[config.mk]
export PLATFORM = sky130hd
export DESIGN_NAME = seq_alu_core
export DESIGN_NICKNAME = d
export VERILOG_FILES = /design/src/rtl/calc_alu_pkg.sv /design/src/rtl/seq_muldiv_iter.sv /design/src/rtl/seq_alu_core.sv
export SDC_FILE = /design/constraint.sdc
export NUM_CORES = 1
export LEC_CHECK = 0
export ABC_AREA = 1
export BUFFER_PORTS_ARGS = -buffer_cell sky130_fd_sc_hd__buf_2
export CAP_MARGIN = 20
export CELL_PAD_IN_SITES_DETAIL_PLACEMENT = 0
export CELL_PAD_IN_SITES_GLOBAL_PLACEMENT = 2
export CORE_ASPECT_RATIO = 0.7
export CORE_UTILIZATION = 32
export CTS_CLUSTER_DIAMETER = 150
export DETAILED_ROUTE_END_ITERATION = 10
export GPL_TIMING_DRIVEN = 0
export PLACE_DENSITY_LB_ADDON = 0.1
export SYNTH_ARGS = -nofsm -noshare
export SYNTH_HDL_FRONTEND = slang
export SYNTH_HIERARCHICAL = 1
export SYNTH_SLANG_ARGS = --single-unit
[constraint.sdc]
create_clock -name clk -period 1.7 [get_ports clk]
set_clock_uncertainty 0.15 [all_clocks]
set_input_delay 0.17 -clock clk [delete_from_list [all_inputs] [get_ports clk]]
set_output_delay 0.17 -clock clk [all_outputs]
set_load 0.03 [all_outputs]
[src/rtl/calc_alu_pkg.sv]
// Shared op codes and FSM state encoding for the sequential calculator ALU.
// Pure type/constant definitions, no logic.
// Imported by seq_alu_core and its testbench.
package calc_alu_pkg;

   typedef enum logic [1:0] {
      OP_ADD = 2'b00,
      OP_SUB = 2'b01,
      OP_MUL = 2'b10,
      OP_DIV = 2'b11
   } op_t;

   // 2'b11 is unused and steers back to S_IDLE.
   typedef enum logic [1:0] {
      S_IDLE = 2'b00,
      S_EXEC = 2'b01,
      S_ITER = 2'b10
   } state_t;

endpackage

[src/rtl/seq_muldiv_iter.sv]
// Shared WIDTH-step datapath: shift-add multiply or restoring divide.
// One step per cycle while step=1; last flags the final step.
// No handshake: the owning FSM decides when to init and step.
module seq_muldiv_iter #(
   parameter int WIDTH = 4
) (
   input  logic               clk,
   input  logic               rst,
   input  logic               mode,      // 0 = multiply, 1 = divide
   input  logic               init,
   input  logic               step,
   input  logic [WIDTH-1:0]   a,
   input  logic [WIDTH-1:0]   b,
   output logic [2*WIDTH-1:0] product,
   output logic [WIDTH-1:0]   quotient,
   output logic [WIDTH-1:0]   remainder,
   output logic               last
);

   localparam int CNT_W = $clog2(WIDTH + 1);

   // acc upper half: running partial product / remainder.
   // acc lower half: multiplier being shifted out / quotient being shifted in.
   logic [2*WIDTH-1:0] acc;
   logic [2*WIDTH-1:0] acc_nxt;
   logic [WIDTH-1:0]   divisor;
   logic [CNT_W-1:0]   cnt;
   logic               mode_q;

   logic [WIDTH:0]     mul_sum;
   logic [WIDTH:0]     div_shift;
   logic [WIDTH-1:0]   div_diff;
   logic               div_ge;

   // One iteration of either algorithm, selected by the latched mode.
   always_comb begin
      mul_sum   = {1'b0, acc[2*WIDTH-1:WIDTH]} + (acc[0] ? {1'b0, divisor} : '0);
      div_shift = {acc[2*WIDTH-1:WIDTH], acc[WIDTH-1]};
      div_ge    = (div_shift >= {1'b0, divisor});
      // When div_ge holds the true difference is below divisor, so WIDTH bits suffice.
      div_diff  = div_shift[WIDTH-1:0] - divisor;
      if (mode_q) begin
         if (div_ge)
            acc_nxt = {div_diff, acc[WIDTH-2:0], 1'b1};
         else
            acc_nxt = {div_shift[WIDTH-1:0], acc[WIDTH-2:0], 1'b0};
      end else begin
         acc_nxt = {mul_sum, acc[WIDTH-1:1]};
      end
   end

   // Working registers and step counter.
   always_ff @(posedge clk or posedge rst) begin
      if (rst) begin
         acc     <= '0;
         divisor <= '0;
         mode_q  <= 1'b0;
         cnt     <= '0;
      end else if (init) begin
         acc     <= {{WIDTH{1'b0}}, a};
         divisor <= b;
         mode_q  <= mode;
         cnt     <= '0;
      end else if (step) begin
         acc     <= acc_nxt;
         cnt     <= cnt + CNT_W'(1);
      end
   end

   assign product   = acc;
   assign quotient  = acc[WIDTH-1:0];
   assign remainder = acc[2*WIDTH-1:WIDTH];
   assign last      = (cnt == CNT_W'(WIDTH - 1));

endmodule

[src/rtl/seq_alu_core.sv]
// Operand-register ALU: ADD/SUB in one cycle, MUL/DIV via WIDTH-step iteration.
// done at edge k+1 (ADD/SUB/DIV-by-0) or k+WIDTH+1 (MUL/DIV) after start edge k.
// start and loads are dropped while busy; no queuing.
module seq_alu_core
   import calc_alu_pkg::*;
#(
   parameter int WIDTH = 4
) (
   input  logic               clk,
   input  logic               rst,
   input  logic [WIDTH-1:0]   in_a,
   input  logic [WIDTH-1:0]   in_b,
   input  logic               load_a,
   input  logic               load_b,
   input  logic [1:0]         op,
   input  logic               start,
   output logic               busy,
   output logic               done,
   output logic [2*WIDTH-1:0] result,
   output logic               flag
);

   state_t             state, state_nxt;
   op_t                op_in, op_q;
   logic [WIDTH-1:0]   reg_a, reg_b, work_a, work_b;
   logic               iter_init, iter_step, iter_last, finish;
   logic [2*WIDTH-1:0] iter_product;
   logic [WIDTH-1:0]   iter_quo, iter_rem;
   logic [WIDTH:0]     add_sum, sub_diff;
   logic [2*WIDTH-1:0] res_nxt;
   logic               flag_nxt;

   assign op_in = op_t'(op);
   assign busy  = (state != S_IDLE);

   seq_muldiv_iter #(.WIDTH(WIDTH)) u_iter (
      .clk       (clk),
      .rst       (rst),
      .mode      (op_in == OP_DIV),
      .init      (iter_init),
      .step      (iter_step),
      .a         (reg_a),
      .b         (reg_b),
      .product   (iter_product),
      .quotient  (iter_quo),
      .remainder (iter_rem),
      .last      (iter_last)
   );

   // Next-state and control strobes; DIV by zero skips the iteration entirely.
   always_comb begin
      state_nxt = state;
      iter_init = 1'b0;
      iter_step = 1'b0;
      finish    = 1'b0;
      case (state)
         S_IDLE: begin
            if (start) begin
               iter_init = 1'b1;
               if (op_in == OP_MUL || (op_in == OP_DIV && reg_b != '0))
                  state_nxt = S_ITER;
               else
                  state_nxt = S_EXEC;
            end
         end
         S_ITER: begin
            iter_step = 1'b1;
            if (iter_last)
               state_nxt = S_EXEC;
         end
         S_EXEC: begin
            finish    = 1'b1;
            state_nxt = S_IDLE;
         end
         default: state_nxt = S_IDLE;
      endcase
   end

   // Result and flag for the in-flight op, consumed only on the finishing edge.
   always_comb begin
      add_sum  = {1'b0, work_a} + {1'b0, work_b};
      sub_diff = {1'b0, work_a} - {1'b0, work_b};
      res_nxt  = '0;
      flag_nxt = 1'b0;
      case (op_q)
         OP_ADD: begin
            res_nxt  = {{(WIDTH-1){1'b0}}, add_sum};
            flag_nxt = add_sum[WIDTH];
         end
         OP_SUB: begin
            // Borrow bit doubles as the sign of A-B.
            res_nxt  = {{(WIDTH-1){sub_diff[WIDTH]}}, sub_diff};
            flag_nxt = sub_diff[WIDTH];
         end
         OP_MUL: begin
            res_nxt  = iter_product;
            flag_nxt = |iter_product[2*WIDTH-1:WIDTH];
         end
         OP_DIV: begin
            if (work_b == '0) begin
               res_nxt  = {work_a, {WIDTH{1'b1}}};
               flag_nxt = 1'b1;
            end else begin
               res_nxt  = {iter_rem, iter_quo};
               flag_nxt = 1'b0;
            end
         end
         default: ;
      endcase
   end

   // FSM state register.
   always_ff @(posedge clk or posedge rst) begin
      if (rst) state <= S_IDLE;
      else     state <= state_nxt;
   end

   // Operand registers accept loads only while idle.
   always_ff @(posedge clk or posedge rst) begin
      if (rst) begin
         reg_a <= '0;
         reg_b <= '0;
      end else if (state == S_IDLE) begin
         if (load_a) reg_a <= in_a;
         if (load_b) reg_b <= in_b;
      end
   end

   // Snapshot of operands and op at launch, isolating the running op from later loads.
   always_ff @(posedge clk or posedge rst) begin
      if (rst) begin
         work_a <= '0;
         work_b <= '0;
         op_q   <= OP_ADD;
      end else if (iter_init) begin
         work_a <= reg_a;
         work_b <= reg_b;
         op_q   <= op_in;
      end
   end

   // Output registers: result/flag move only on the finishing edge, done pulses once.
   always_ff @(posedge clk or posedge rst) begin
      if (rst) begin
         result <= '0;
         flag   <= 1'b0;
         done   <= 1'b0;
      end else begin
         done <= finish;
         if (finish) begin
            result <= res_nxt;
            flag   <= flag_nxt;
         end
      end
   end

endmodule
After elaboration in Yosys (flattened, before gate mapping). Cells that the tools add are included.

Word-level logic and storage cells: 59. Output and inout bits: 11. Bits in registers: 42. Bits of input ports: 15.

Reduce and logical (&&, ||, !) cells: 12. Muxes and demuxes: 19. Eq/ne operators: 10. $lt $le $gt $ge: 1. $add $sub $neg: 5.

Operators with widths (number): 8-bit two-way mux (5); 8-bit one-hot mux with 4 select lines (1); 2-bit == test (second input constant) (5); 2-bit two-way mux (3); 3-bit two-way mux (2); 2-bit AND reduction (3); 4-bit by 4-bit adder with 5-bit output (1); 4-bit by 5-bit adder with 5-bit output (1); 5-bit by 4-bit greater-or-equal comparator with 1-bit output (1); 1-bit two-way mux (5); 4-bit by 4-bit subtractor with 5-bit output (1); 2-bit by 1-bit == test with 1-bit output (second input constant) (2); 2-bit zero test (2); 4-bit zero test (1); 4-bit two-way mux (1); 2-bit != test (second input constant) (2); 1-bit one-hot mux with 4 select lines (1); 2-bit one-hot mux with 2 select lines (1); 2-bit nonzero test (2); 4-bit nonzero test (1); 4-bit OR reduction (1); 4-bit subtractor (1); 3-bit by 1-bit adder with 3-bit output (second input constant) (1); 3-bit by 2-bit == test with 1-bit output (second input constant) (1); 2 further kinds (2).

Depth between registers and ports, before layout. Gate-level depths: netlist of the first run.

Word-level depth: 6. Depth in mapped cells: 12.

Cells and area by module. Netlist of the first run, hierarchy kept.

By module, submodules not included: seq_alu_core (instances 1, sequential area each 750.7 um2, area an instance 1754.2 um2, cells each 232); seq_muldiv_iter (instances 1, sequential area each 400.4 um2, area an instance 1182.4 um2, cells each 147).

Worst setup path after synthesis of the first run. OpenSTA, ideal clock, no wires.

Path kind: flip-flop to flip-flop. Start: register work_a[0]. End: register result[5]. Data arrival time: 1518 ps. Setup slack: -34 ps. Buffers on the path: 0. Period minus slack after synthesis: 1734 ps. Required time: 1485 ps. Stages on the path, launching flop included: 12. Cell sequence: dfrtp_1 > inv_1 > ha_1 > inv_1 > fa_1 > nand2_1 > inv_1 > o21ai_0 > nand2_1 > nand3_1 > nand2_1 > nand2_1.

Longest elaborated chain between the ends: 2.

Ends and longest elaborated chain: from (decl) (line seq_alu_core.sv:25) `logic [WIDTH-1:0] reg_a, reg_b, work_a, work_b;`; from (signal assigned) (line seq_alu_core.sv:136) `work_a <= reg_a;`; 4-bit by 4-bit subtractor with 5-bit output (line seq_alu_core.sv:82) `sub_diff = {1'b0, work_a} - {1'b0, work_b};`; 8-bit one-hot mux with 4 select lines (line seq_alu_core.sv:85) `case (op_q)`; to (signal assigned) (line seq_alu_core.sv:151) `result <= res_nxt;`; to (decl) (line seq_alu_core.sv:19) `output logic [2*WIDTH-1:0] result,`.

Every way passes these cells. A chain may end at the register's enable or synchronous reset.

Worst setup path in the final report of the first run.
Start: register work_a[0]. End: register result[4].

Longest elaborated chain between the ends: 2.

Ends and longest elaborated chain (line): 4-bit by 4-bit subtractor with 5-bit output, or another cell as far along (seq_alu_core.sv:82); 8-bit one-hot mux with 4 select lines (*) (seq_alu_core.sv:85).

Every way passes the cells marked *; elsewhere a longest branch is shown, timed or not.

==> metrics.json, run 1 <==
{
  "cells_and_area": {
    "layout.cells.most_common_list": "sky130_fd_sc_hd__nand2_1, sky130_fd_sc_hd__dfrtp_1, sky130_fd_sc_hd__inv_1",
    "syn_to_final_growth_pct": 34.0,
    "count_of_filler_cells_inserted_in_the_layout": 927,
    "multi_input_comb_area_mm2": 0.00173,
    "layout_commonest_cell": "sky130_fd_sc_hd__nand2_1",
    "final-seq-area_mm2": 0.00116,
    "post_route_cells_drive_above_1_share_pct": 35.9,
    "num_antenna_cells": 0,
    "final_cell_area_mm2": 0.00393,
    "finalCoreUtilization_pct": 45.3,
    "final_nets": 479
  },
  "global_routing": {
    "met1_usage_pct": 29.8,
    "track_usage_pct": 18.7,
    "grt_busiest_layer": "met1",
    "grt_first_pass_wirelength_um": 13100,
    "antenna_found_initial": 0,
    "grt_remaining_overflow": 0,
    "met3_usage_pct": 3.72,
    "gr-usage-met2_pct": 25.3,
    "pin_count_of_the_biggest_net_entering_global_routing": 21,
    "grt_pass1_vias": 2461
  },
  "synth": {
    "ys_ff_latch": 46,
    "synth_fp_nets": 416,
    "syn_area_mm2": 0.00294,
    "synth.lib_cells_used.distinct": 34,
    "post_synth_inst_count": 379,
    "synthesized_area_per_cell_um2": 7.75,
    "synth.yosys.seq_area_share_pct": 39.2,
    "yosysWarningCount": 6
  },
  "power_and_ir_drop": {
    "ir_worst_vdd_mv": 0.761,
    "total_power_mw": 8.20,
    "power.density_cell_area_mw_per_mm2": 2090,
    "static-leakage-power_nw": 1.97
  },
  "timing": {
    "slew_violations": 0,
    "finalWorstPathRequiredPeriod_ps": 1790,
    "maxClockFrequency_ghz": 0.559,
    "unrepaired_setup_endpoints_after_global_routing": "yes",
    "number_of_setup_violations_in_the_final_report": 8,
    "hold_viol_final": 0,
    "fin_setup_tns_ps": -447,
    "fin_worst_hold_slack_ps": 94.6,
    "post-route-worst-setup-slack_ps": -89.8,
    "tightestPinTransition_ps": 636,
    "timing.slew.headroom_pct": 57.5,
    "period_share_pct": 105
  },
  "worst_setup_path": {
    "cp_top_family": "adder cells",
    "worst-r2r-setup-slack_ps": -90,
    "critical_path.cell_chain": "inv_2 -> ha_4 -> inv_2 -> fa_2 -> nand2_2 -> inv_2 -> o21ai_2 -> nand2_2 -> nand3_2 -> nand2_2 -> nand2_1",
    "worst-setup-path-type": "flop to flop",
    "arrival_ps": 1880,
    "critPathSlowestCell": "sky130_fd_sc_hd__dfrtp_1",
    "start_kind": "flop",
    "cpPeakStageDelay_ps": 410,
    "crit_path_max_fanout": 5,
    "timing.critical_path.required_ps": 1790,
    "endpoint_kind": "flop",
    "critical_path.n_buffers_inverters": 3
  },
  "floorplan": {
    "floorplan.die.height_um": 82.2,
    "rows": 28,
    "floorplan.die_area_mm2": 0.00957,
    "placeableCoreArea_mm2": 0.00869,
    "die_x_um": 116,
    "num_io_pins": 26,
    "initial_core_util_pct": 33.8
  },
  "detailed_routing": {
    "vias_per_cell": 4.57,
    "initialDrtViolationCount": 71,
    "detail_route.wirelength_um": 8030,
    "postRouteAntennaNets": 0,
    "first_pass_iters": 4,
    "overall_via_count_from_detail_route": 2571,
    "drc_violation_count_after_routing": 0,
    "wl_per_cell_um": 14.3
  },
  "clocking": {
    "worst_skew_pair.late_latency_ps": 280,
    "clock_path_buffers": 2,
    "tritoncts": "done",
    "ctsHtreeMaxLevel": 2,
    "numCtsBuffers": 5,
    "cts.clk_slew.worst_paths_ps": 70,
    "clock_tree.root_cell": "sky130_fd_sc_hd__clkbuf_16",
    "numClockSinks": 46
  },
  "place": {
    "dp_hpwl_um": 5940,
    "io_buffer_count": 25,
    "place.gp.congestion": 0.755,
    "place_area_mm2": 0.00324
  },
  "flow_run": {
    "maxCapViolCount": 0
  },
  "outcome": {
    "failed_checks": "setup timing",
    "status": "complete, but fails checks"
  },
  "hold_path": {
    "hold_path.class": "input pin to flop"
  }
}
cell families (layout without fill, tap and decap cells):
group,count (synthesis),in the layout,share of synthesized area (%)
AO/OA/AOI/OAI,54,54,11.0
multiplexers,3,3,1.15
adder cells (fa/ha/maj),22,22,10.4
buffers and inverters,71,135,10.4
flip-flops,46,46,39.2
XOR/XNOR,1,1,0.298
AND/OR/NAND/NOR,182,182,27.5
area by class of cell:
cell class                 instances  area share [%]
clock buffer                       8            4.23
sequential                        46            29.4
multi-input combinational        262            44.1
inverter                          59            5.82
buffer                            12            2.23
tap                              120            3.82
timing repair buffer              56            10.4
flip-flops by register name, summed over array words and instances (netlist names), 2 cells and up:
| signal | flops |
|---|---|
| u_iter/divisor | 4 |
| u_iter/cnt | 3 |
| reg_b | 4 |
| work_b | 4 |
| op_q | 2 |
| u_iter/product | 8 |
| state | 2 |
| result | 8 |
| reg_a | 4 |
| work_a | 4 |
worst paths after layout:
| path | start | to | cells past startpoint |
|---|---|---|---|
| max | work_a[0] | result[4] | 11 |
| min | start | work_b[2] | 4 |
| max reg2reg | work_a[0] | result[4] | 11 |
| min reg2reg | result[6] | result[6] | 2 |
| max in group asynchronous | rst | work_b[0] | 4 |
| min in group asynchronous | rst | result[6] | 3 |
power by group:
| group | switching [mW] | internal (mW) |
|---|---|---|
| Combinational | 2.95 | 2.06 |
| Clock | 0.410 | 0.666 |
| Sequential | 0.512 | 1.61 |
metrics by stage:
step,worst slack [ps],cells
global route,-209,563
CTS,-80.1,557
floorplan,6.35,379
finish,-89.8,563
detailed placement,-285,525
global placement,-270,524
worst register-to-register path: cells and delay by family, from the launching register on:
kind	cells	cell delay [ps]
fa+ha+maj	2	480
simple gates	5	430
buf+inv	3	180
compound gates	1	110
flops	1	410
cells in the mapped netlist:
master	n	area, um2
sky130_fd_sc_hd__mux2_2	3	33.8
sky130_fd_sc_hd__clkinv_2	1	5.00
sky130_fd_sc_hd__ha_1	18	225
sky130_fd_sc_hd__fa_1	4	80.1
sky130_fd_sc_hd__o21ai_1	5	25.0
sky130_fd_sc_hd__buf_2	3	15.0
sky130_fd_sc_hd__a22o_1	1	8.76
sky130_fd_sc_hd__a22oi_1	1	7.51
sky130_fd_sc_hd__o22ai_1	3	18.8
sky130_fd_sc_hd__a21oi_1	14	70.1
sky130_fd_sc_hd__o21ai_0	22	110
sky130_fd_sc_hd__clkinv_1	1	3.75
sky130_fd_sc_hd__nand2_2	5	31.3
sky130_fd_sc_hd__or2_2	1	6.26
sky130_fd_sc_hd__a21oi_2	1	8.76
sky130_fd_sc_hd__dfrtp_1	46	1150
sky130_fd_sc_hd__nand3_2	1	10.0
sky130_fd_sc_hd__a21boi_0	1	7.51
sky130_fd_sc_hd__nor3_1	1	5.00
sky130_fd_sc_hd__nand2_4	2	22.5
sky130_fd_sc_hd__xnor2_1	1	8.76
sky130_fd_sc_hd__nor2_2	3	18.8
sky130_fd_sc_hd__buf_4	9	67.6
sky130_fd_sc_hd__nor2_4	4	45.0
sky130_fd_sc_hd__a31oi_1	1	6.26
sky130_fd_sc_hd__o21bai_1	1	7.51
sky130_fd_sc_hd__nand2_1	106	398
sky130_fd_sc_hd__o2bb2ai_1	1	8.76
sky130_fd_sc_hd__nor2_1	26	97.6
sky130_fd_sc_hd__o221ai_2	3	45.0
sky130_fd_sc_hd__inv_1	53	199
sky130_fd_sc_hd__inv_2	4	15.0
sky130_fd_sc_hd__nand3_1	26	130
sky130_fd_sc_hd__nand4_1	7	43.8
per-layer routing:
| layer | routed length, um | part of all wire, % |
|---|---|---|
| met3 | 317 | 3.9 |
| met4 | 26 | 0.32 |
| met2 | 3160 | 39 |
| met1 | 4520 | 56 |
| met5 | 0 | 0 |
timing repair:
| action | in CTS | in global routing |
|---|---|---|
| gates resized for setup | 44 | 35 |
| pin swaps | 14 | 20 |
| hold endpoints to repair | 36 | 0 |
| hold buffers | 11 | 0 |
| setup buffers | 13 | 6 |
| endpoints found under the setup margin | 23 | 24 |
| cloned | 0 | 0 |
(Power assumes the default switching activity.)
==> inputs of run 2 (changes only) <==
--- a/config.mk
+++ b/config.mk
@@ -11,6 +11,7 @@
 export CELL_PAD_IN_SITES_DETAIL_PLACEMENT = 0
 export CELL_PAD_IN_SITES_GLOBAL_PLACEMENT = 2
 export CORE_ASPECT_RATIO = 0.7
+export CORE_MARGIN = 8
 export CORE_UTILIZATION = 32
 export CTS_CLUSTER_DIAMETER = 150
 export DETAILED_ROUTE_END_ITERATION = 10
==> run 2 against run 1 <==
Net effect:
- the run still ends with setup timing left
- maximum frequency shrank 1.9%
- register-to-register slack worse by 40 ps
- sequential share of layout area shrank 0.62 points
- combinational power is 6.0% higher
- worst hold slack worse by 81 ps
- largest power group unchanged
- highest routed layer unchanged
- final cell count is 1.8% higher
- sequential cell count unchanged
==> metrics.json, run 2 (synthesis gave the netlist of run 1 again) <==
{
  "clocking": {
    "tritoncts": "done",
    "worst_skew_pair.late_latency": {"value": 290, "unit": "ps", "change": "about the same"},
    "ctsHtreeMaxLevel": {"value": 2, "change": "unchanged"},
    "numClockSinks": {"value": 46, "change": "unchanged"},
    "clock_tree.root_cell": "sky130_fd_sc_hd__clkbuf_16",
    "clock_path_buffers": {"value": 2, "change": "unchanged"},
    "cts.clk_slew.worst_paths": {"value": 60, "unit": "ps", "change": "about the same"},
    "numCtsBuffers": {"value": 5, "change": "unchanged"}
  },
  "power_and_ir_drop": {
    "power_switching_share": {"value": 46.8, "unit": "%", "change": "-0.41 points"},
    "intPower": {"value": 4.55, "unit": "mW", "change": "+5.1%"},
    "power_frac_clock": {"value": 13.1, "unit": "%", "change": "about the same"},
    "power.density_cell_area": {"value": 2120, "unit": "mW/mm2", "change": "+1.7%"},
    "comb_power_share": {"value": 62.0, "unit": "%", "change": "+1.0 points"},
    "seq_power_share": {"value": 24.9, "unit": "%", "change": "-0.9 points"},
    "ir_worst_vdd": {"value": 0.650, "unit": "mV", "change": "-15%"},
    "static-leakage-power": {"value": 2.02, "unit": "nW", "change": "+2.7%"},
    "netSwitchingPower": {"value": 4.00, "unit": "mW", "change": "+3.4%"},
    "total_power": {"value": 8.56, "unit": "mW", "change": "+4.3%"}
  },
  "floorplan": {
    "die_x": {"value": 130, "unit": "um", "change": "+12%"},
    "floorplan.die_area": {"value": 0.0125, "unit": "mm2", "change": "+31%"},
    "placeableCoreArea": {"value": 0.00900, "unit": "mm2", "change": "+3.6%"},
    "floorplan.die.height": {"value": 96.2, "unit": "um", "change": "+17%"},
    "num_io_pins": {"value": 26, "change": "unchanged"},
    "initial_core_util": {"value": 32.6, "unit": "%", "change": "-1.2 points"},
    "rows": {"value": 29, "change": "+3.6%"}
  },
  "worst_setup_path": {
    "start_kind": "flop",
    "endpoint_kind": "flop",
    "r2r_end": "result[4]",
    "arrival": {"value": 1900, "unit": "ps", "change": "+20 ps"},
    "crit_path_max_fanout": {"value": 3, "change": "-2"},
    "timing.critical_path.required": {"value": 1770, "unit": "ps", "change": "-20 ps"},
    "worst-r2r-setup-slack": {"value": -130, "unit": "ps", "change": "-40 ps"},
    "cp_top_family": "buffers and inverters",
    "worst-setup-path-type": "flop to flop",
    "critical_path.most_common_cell": "sky130_fd_sc_hd__buf_4",
    "rr_startpoint": "work_a[0]",
    "critical_path.cell_chain": "inv_2 -> buf_4 -> buf_4 -> buf_4 -> buf_4 -> buf_4 -> buf_4 -> nand4_1 -> nand3_1 -> nand3_2 -> nand2_2 -> nand2_1",
    "cpPeakStageDelay": {"value": 390, "unit": "ps", "change": "-20 ps"},
    "rr_worst_depth": {"value": 12, "change": "+1"},
    "critPathSlowestCell": "sky130_fd_sc_hd__dfrtp_1",
    "critical_path.n_buffers_inverters": {"value": 7, "change": "+4"}
  },
  "global_routing": {
    "grt_remaining_overflow": {"value": 0, "change": "unchanged"},
    "antenna_found_initial": {"value": 0, "change": "unchanged"},
    "track_usage": {"value": 14.1, "unit": "%", "change": "-4.6 points"},
    "grt_first_pass_wirelength": {"value": 13700, "unit": "um", "change": "+4.1%"},
    "grt_pass1_vias": {"value": 2639, "change": "+7.2%"},
    "pin_count_of_the_biggest_net_entering_global_routing": {"value": 21, "change": "unchanged"}
  },
  "detailed_routing": {
    "first_pass_iters": {"value": 4, "change": "unchanged"},
    "vias_per_cell": {"value": 4.52, "change": "-0.94%"},
    "postRouteAntennaNets": {"value": 0, "change": "unchanged"},
    "wl_per_cell": {"value": 14.3, "unit": "um", "change": "+0.35%"},
    "overall_via_count_from_detail_route": {"value": 2592, "change": "+0.82%"},
    "detail_route.wirelength": {"value": 8200, "unit": "um", "change": "+2.1%"},
    "initialDrtViolationCount": {"value": 118, "change": "+66%"},
    "drc_violation_count_after_routing": {"value": 0, "change": "unchanged"}
  },
  "timing": {
    "maxClockFrequency": {"value": 0.548, "unit": "GHz", "change": "-1.9%"},
    "unrepaired_setup_endpoints_after_global_routing": "yes",
    "hold_viol_final": {"value": 0, "change": "unchanged"},
    "timing.slew.headroom": {"value": 58.9, "unit": "%", "change": "+1.3 points"},
    "period_share": {"value": 107, "unit": "%", "change": "+2.1 points"},
    "slew_violations": {"value": 0, "change": "unchanged"},
    "tightestPinTransition": {"value": 616, "unit": "ps", "change": "-20.1 ps"},
    "number_of_setup_violations_in_the_final_report": {"value": 7, "change": "-1"},
    "post-route-worst-setup-slack": {"value": -125, "unit": "ps", "change": "-35.2 ps"},
    "finalWorstPathRequiredPeriod": {"value": 1830, "unit": "ps", "change": "+35.2 ps"}
  },
  "cells_and_area": {
    "num_antenna_cells": {"value": 0, "change": "unchanged"},
    "layout.cells.most_common_list": "sky130_fd_sc_hd__nand2_1, sky130_fd_sc_hd__inv_1, sky130_fd_sc_hd__dfrtp_1",
    "post_route_cells_drive_above_1_share": {"value": 37.9, "unit": "%", "change": "+2.0 points"},
    "final_cell_area": {"value": 0.00404, "unit": "mm2", "change": "+2.6%"},
    "syn_to_final_growth_pct": 37.4,
    "final_nets": {"value": 485, "change": "+1.3%"},
    "count_of_filler_cells_inserted_in_the_layout": {"value": 970, "change": "+4.6%"},
    "layout_commonest_cell": "sky130_fd_sc_hd__nand2_1",
    "layoutNonFillerInstCount": {"value": 573, "change": "+1.8%"}
  },
  "outcome": {
    "failed_checks": "setup timing",
    "status": "complete, but fails checks"
  },
  "place": {
    "place.gp.congestion": {"value": 0.752, "change": "-0.40%"},
    "io_buffer_count": {"value": 25, "change": "unchanged"},
    "post-place-cells": {"value": 529, "change": "+0.76%"},
    "dp_hpwl": {"value": 6160, "unit": "um", "change": "+3.7%"},
    "place_area": {"value": 0.00325, "unit": "mm2", "change": "+0.15%"},
    "post-place-ws": {"value": -299, "unit": "ps", "change": "-13.9 ps"}
  },
  "flow_run": {
    "maxCapViolCount": {"value": 0, "change": "unchanged"}
  },
  "hold_path": {
    "hold_path.class": "input pin to flop",
    "worst_hold_path_stage_count": {"value": 3, "change": "-1"},
    "hp-start": "op[0]",
    "hold_path_end": "op_q[0]"
  }
}
[run 2: changes by cell type in the layout (fill, tap and decap cells not counted), sizes merged]
cell,before,now
clkinvlp,1,2
clkbuf,10,7
bufinv,0,1
buf,55,63
dlygate4sd3,11,10
[run 2: worst register-to-register path, stage by stage (launching register included)]
cell and delay, ps:
sky130_fd_sc_hd__dfrtp_1 390, sky130_fd_sc_hd__inv_2 80, sky130_fd_sc_hd__buf_4 130, sky130_fd_sc_hd__buf_4 120
sky130_fd_sc_hd__buf_4 120, sky130_fd_sc_hd__buf_4 120, sky130_fd_sc_hd__buf_4 120, sky130_fd_sc_hd__buf_4 120
sky130_fd_sc_hd__nand4_1 150, sky130_fd_sc_hd__nand3_1 110, sky130_fd_sc_hd__nand3_2 80, sky130_fd_sc_hd__nand2_2 40
sky130_fd_sc_hd__nand2_1 50
[run 2: power by group through the flow]
| stage | clock network, mW | logic, mW | registers, mW |
|---|---|---|---|
| final | 1.12 | 5.31 | 2.13 |
| after global routing | 1.19 | 5.97 | 2.22 |
| after CTS | 1.14 | 4.54 | 2.10 |
| after detailed placement | 0 | 3.92 | 2.13 |
| after global placement | 0 | 3.92 | 2.12 |
| after floorplan | 0 | 2.80 | 2.16 |
[run 2: worst max-delay path by stage]
stage	slack [ps]	start	endpoint	cells after the start
detailed placement	-300	state[0]	u_iter/product[5]	8
CTS	-90	work_a[0]	flag	11
global placement	-300	state[0]	u_iter/product[7]	8
floorplan	6	work_a[0]	result[5]	11
global route	-230	work_a[0]	flag	11
finish	-130	work_a[0]	result[4]	12
[run 2: repair_timing]
| item | 4_1_cts | 5_1_grt |
|---|---|---|
| hold endpoints to repair | 35 | 0 |
| setup endpoints to repair | 24 | 25 |
| hold buffers | 10 | 0 |
| pin swaps | 6 | 25 |
| setup buffers | 15 | 11 |
| gates resized for setup | 36 | 59 |
| gates cloned | 0 | 0 |
[run 2: layout make-up]
| type | instances | area, um2 | area share (%) |
|---|---|---|---|
| multi-input cells | 262 | 1770 | 43.9 |
| flip-flops and latches | 46 | 1160 | 28.8 |
| repair buffers | 62 | 463 | 11.5 |
| inverters | 59 | 229 | 5.67 |
| well taps | 124 | 155 | 3.84 |
| clock buffers | 6 | 129 | 3.19 |
| plain buffers | 12 | 87.6 | 2.17 |
| clock inverters | 2 | 37.5 | 0.930 |
[run 2: layer usage]
layer	share of wire [%]	up-vias	track usage [%]
met1	55	1211	21.1
met4	0.22	0	1.71
met2	40	35	20.6
met5	0	-	0
met3	4.2	2	3.21
li1	-	1344	-
[run 2: metrics by stage]
stage / utilization [%] / hold WS, ps / setup TNS (ps)
after global routing: 44.8 / 31.9 / -1510
after detailed placement: 36.1 / 102 / -4580
after CTS: 41.8 / 8.38 / -450
final: 44.8 / 13.7 / -572
after global placement: 35.8 / 139 / -4520
after floorplan: - / -66.3 / 0
